File: config.mk
export PLATFORM = sky130hd
export DESIGN_NAME = vga_timing_gen
export DESIGN_NICKNAME = d
export VERILOG_FILES = /design/src/rtl/vga_timing_gen.sv
export SDC_FILE = /design/constraint.sdc
export NUM_CORES = 1
export LEC_CHECK = 0
export ABC_AREA = 1
export BUFFER_PORTS_ARGS = -buffer_cell sky130_fd_sc_hd__buf_4
export CAP_MARGIN = 20
export CORE_MARGIN = 4
export CORE_UTILIZATION = 55
export DETAILED_ROUTE_END_ITERATION = 8
export GPL_ROUTABILITY_DRIVEN = 0
export PLACE_DENSITY = 0.79
export REMOVE_ABC_BUFFERS = 1
export SLEW_MARGIN = 40
export SYNTH_ARGS = -nofsm -noshare
export SYNTH_HDL_FRONTEND = slang
export SYNTH_SLANG_ARGS = --single-unit
File: constraint.sdc
create_clock -name clk -period 1.81 [get_ports clk]
set_input_delay 0.2715 -clock clk [delete_from_list [all_inputs] [get_ports clk]]
set_output_delay 0.2715 -clock clk [all_outputs]
set_load 0.05 [all_outputs]
File: src/rtl/vga_timing_gen.sv
// vga_timing_gen: VGA raster counter producing registered x/y, bright, hsync, vsync and frame_tick.
// Define VGA_PIX_DIV2_EN to advance pixels every second clk (50 MHz clk, 25 MHz pixel rate).
module vga_timing_gen #(
    parameter int H_ACTIVE = 640,
    parameter int H_FP     = 16,
    parameter int H_SYNC   = 96,
    parameter int H_BP     = 48,
    parameter int V_ACTIVE = 480,
    parameter int V_FP     = 10,
    parameter int V_SYNC   = 2,
    parameter int V_BP     = 33,
    parameter int SYNC_POL = 0
) (
    input  logic       clk,
    input  logic       resetn,
    output logic [9:0] x,
    output logic [9:0] y,
    output logic       bright,
    output logic       hsync,
    output logic       vsync,
    output logic       pix_en,
    output logic       frame_tick
);
    localparam int H_TOTAL = H_ACTIVE + H_FP + H_SYNC + H_BP;
    localparam int V_TOTAL = V_ACTIVE + V_FP + V_SYNC + V_BP;
    localparam logic POL = 1'(SYNC_POL);
    logic [9:0] r_x, r_y;
    logic       r_bright, r_hsync, r_vsync, r_tick;
    logic [9:0] w_x_nxt, w_y_nxt;
    logic       w_pix, w_h_end, w_v_end;
`ifdef VGA_PIX_DIV2_EN
    logic r_div;
    always_ff @(posedge clk or negedge resetn)
        if (!resetn) r_div <= 1'b0;
        else         r_div <= ~r_div;
    assign w_pix = r_div;
`else
    assign w_pix = 1'b1;
`endif
    // Status outputs are derived from the next position so they stay aligned with x/y.
    always_comb begin
        w_h_end = r_x == 10'(H_TOTAL - 1);
        w_v_end = r_y == 10'(V_TOTAL - 1);
        w_x_nxt = !w_pix ? r_x : w_h_end ? 10'd0 : r_x + 10'd1;
        w_y_nxt = !(w_pix && w_h_end) ? r_y : w_v_end ? 10'd0 : r_y + 10'd1;
    end
    always_ff @(posedge clk or negedge resetn)
        if (!resetn) begin
            r_x      <= 10'(H_TOTAL - 1);
            r_y      <= 10'(V_TOTAL - 1);
            r_bright <= 1'b0;
            r_hsync  <= ~POL;
            r_vsync  <= ~POL;
            r_tick   <= 1'b0;
        end else begin
            r_x      <= w_x_nxt;
            r_y      <= w_y_nxt;
            r_bright <= (w_x_nxt < 10'(H_ACTIVE)) && (w_y_nxt < 10'(V_ACTIVE));
            r_hsync  <= (w_x_nxt >= 10'(H_ACTIVE + H_FP) && w_x_nxt < 10'(H_ACTIVE + H_FP + H_SYNC)) ? POL : ~POL;
            r_vsync  <= (w_y_nxt >= 10'(V_ACTIVE + V_FP) && w_y_nxt < 10'(V_ACTIVE + V_FP + V_SYNC)) ? POL : ~POL;
            r_tick   <= w_pix && w_h_end && w_v_end;
        end
    assign x          = r_x;
    assign y          = r_y;
    assign bright     = r_bright;
    assign hsync      = r_hsync;
    assign vsync      = r_vsync;
    assign frame_tick = r_tick;
    assign pix_en     = w_pix;
endmodule

==> results.md <==
* Outcome: finished, final reports clean
* Count of input and output buffers at 25
* Maximum number of pins on one net before global-route repair at 25
* Die span in y at 59.99 µm
* Net count reported at finish at 249
* Max rail drop VDD at 404.8 µV
* Clock tree skew after final layout at 23.74 ps
* Max H-tree Level at 1
* Count of non-filler cells in the finished layout at 273
* Clock net sink count at 24
* Clock buffer count from CTS at 3
* Total Wirelength at 3498 µm
* Diodes inserted at 0
* Power density over the cells at about 450 nW/µm²
* Data required, critical path at a little over 2000 ps
* Type of the setup path with the least slack: flop to flop
* Worst path top cell family by delay: simple AND/OR/NAND/NOR gates
* CP max stage cell: dfstp_2
* Crit-path cells: ha_4 -> nand2_4 -> nor2_8 -> nand3_4 -> nand2_2 -> inv_2 -> a21oi_2 -> nand2_1 -> nor2_2 -> nand3_1
* Cell count after placement at 257
* Yosys Warn Count at 0
* Netlist area before placement at roughly 1500 µm²
* Detailed-route via count at roughly 1400
* Relative area change from synthesis to final layout at 27.10%
* First-iteration detailed-routing DRC count at roughly 80
* Post-synthesis cell type count at 30
* Mapped Cells at 199
* Cell area after placement at 1718 µm²
* Via count of the first global-routing pass at 1282
* Clock tree root driver cell: clkbuf_4
* Top-level I/O count at 27
* Max-cap violations at 0
* FF+latch count, synth at 24
* Path type of the worst min-delay path: input pin to asynchronous set/reset pin
* Clock latency on the worst-skew pair at 330 ps
* Final hold violation count at 0
* Combined buffer and inverter count along the critical path at 1
* Initial core utilization at 58.93%
* Max Transition Viols Final at 0
* Aggregate global-route resource usage at 20.84%
* Leak Pwr at 0.9835 nW
* Arrival time of the worst setup path at 1990 ps
* Avg Vias per Cell at 5.190
* # rows at 18
* Core Area at 2522 µm²
* Largest stage delay, worst path at 600 ps
* Antenna Nets Post-Route at 0
* Startpoint types: flop
* First-pass GRT wire length at 5595 µm
* Proportion of layout cells with a drive suffix above 1 at 37.04%
* Horizontal extent of the die at 59.99 µm
* TritonCTS clock tree: yes
* Number of setup violations in the final report at 0
* Final period util at a little over nine tenths
* Setup TNS Final at 0 ps
* Post-route cell area at 1889 µm²
* Setup repair after global routing missed its margin: true
* DRT Pass-1 Iters at 4
* Final critical-path required period at 1749 ps
* Antenna violations before repair at 0
* Register clock-pin slew on the reported worst setup and hold paths at 150 ps
* Number of buffers on the longest clock path at 2
* Number of remaining DRC errors at 0
* Total overflow reported by the global router at 0
* Maximum operating frequency at 0.5719 GHz
* Largest fanout on the critical path at 6
* DP HPWL at 2446 µm
* Critical Path End Type: flop
* Post-synthesis average cell area at ~7.5 µm²
* Detail-routed net length per standard cell at 12.81 µm
* Post-route core utilization at 74.90%
* Sequential element share of the synthesized area at 41.41%
* Area of the die at between 3000 and 4000 µm²
[layout by cell type, fill, tap and decap left out, types with 2 or more instances in the layout]
cell type and count:
o21ai_1 3, clkbuf_4 3, nand3_1 16, buf_4 38
dfrtp_1 12, nand2_2 10, nand2_1 56, nand4_1 8
inv_2 8, nor2_2 4, o21bai_1 2, inv_1 23
xor2_1 2, ha_1 2, clkinv_1 2, dfstp_2 12
buf_6 2, nor2_1 19, nand3_2 4
[final cells by class]
type                            count  area, µm²
Sequential cell                    24      615.6
Fill cell                         195      633.1
Timing Repair Buffer               41      317.8
Clock buffer                        4      36.28
Tap cell                           30      37.54
Inverter                           35      140.1
Multi-Input combinational cell    138      735.7
Timing Repair inverter              1      6.256
[worst register-to-register path, delay by kind of cell, from the launching register on]
kind	cells	cell delay (ps)
buf+inv	1	40
fa+ha+maj	1	160
flops	1	600
simple gates	7	760
compound gates	1	120
[state kept, by name, indices dropped and copies added (netlist names)]
name	cells
bright	1
frame_tick	1
hsync	1
vsync	1
x	10
y	10
[repair_timing]
item | in CTS | in global routing
endpoints found under the setup margin | 2 | 6
hold endpoints to repair | 12 | 0
setup buffers | 2 | 7
cloned | 1 | 1
hold buffers | 1 | 0
pin swaps | 0 | 7
resized for setup | 0 | 12
[path summary, 6_finish.rpt]
path,startpoint,endpoint,slack [ps],cells past startpoint
worst max-delay path,x[1],vsync,60,10
worst min-delay path,resetn,x[5],360,2
worst max register to register,x[1],vsync,60,10
worst min register to register,x[3],x[3],540,2
max in group asynchronous,resetn,x[8],1140,2
min in group clk,x[3],x[3],540,2
[cell usage after synthesis (all sizes together)]
cell type / count / area (µm²)
a21oi: 2 / 10.01
buf: 3 / 38.79
clkinv: 4 / 21.27
conb: 1 / 3.750
dfrtp: 12 / 300.3
dfstp: 12 / 315.3
ha: 3 / 37.54
inv: 31 / 116.4
nand2: 67 / 274.0
nand3: 20 / 127.6
nand4: 8 / 50.05
nor2: 24 / 111.4
nor3: 1 / 5.000
nor4: 1 / 6.260
o21a: 1 / 7.510
o21ai: 4 / 20.01
o21bai: 2 / 15.01
xnor2: 1 / 8.760
xor2: 2 / 17.52
[stage by stage]
step	hold WS [ps]	setup slack, ps	total power [mW]
floorplan	-24.09	-123.0	0.5512
global placement	177.4	30.77	0.5627
detailed placement	184.3	-11.09	0.5632
CTS	364.1	2.290	0.8465
global route	382.8	-50.04	0.8714
finish	360.9	61.32	0.8478
[where the power goes]
part / internal [mW] / switching (mW) / total (mW)
Combinational: 0.00288 / 0.0149 / 0.0178
Clock: 0.123 / 0.169 / 0.292
Sequential: 0.538 / 0 / 0.538
Total: 0.664 / 0.184 / 0.848
[logic make-up after synthesis]
kind of cell | count (synthesis) | share of synthesized area, %
buffers and inverters | 38 | 11.87
flip-flops | 24 | 41.41
XOR/XNOR | 3 | 1.768
AND/OR/NAND/NOR | 121 | 38.64
adder cells (fa/ha/maj) | 3 | 2.526
other | 1 | 0.2523
AO/OA/AOI/OAI | 9 | 3.535
[per-layer routing]
metal | GRT usage, % | vias up | wire, µm
met5 | 0 | - | 0
met4 | 8.228 | 0 | 25
met3 | 3.024 | 4 | 163
met2 | 36.27 | 41 | 1782
met1 | 25.64 | 663 | 1526
li1 | - | 709 | -
(Power assumes the default switching activity.)
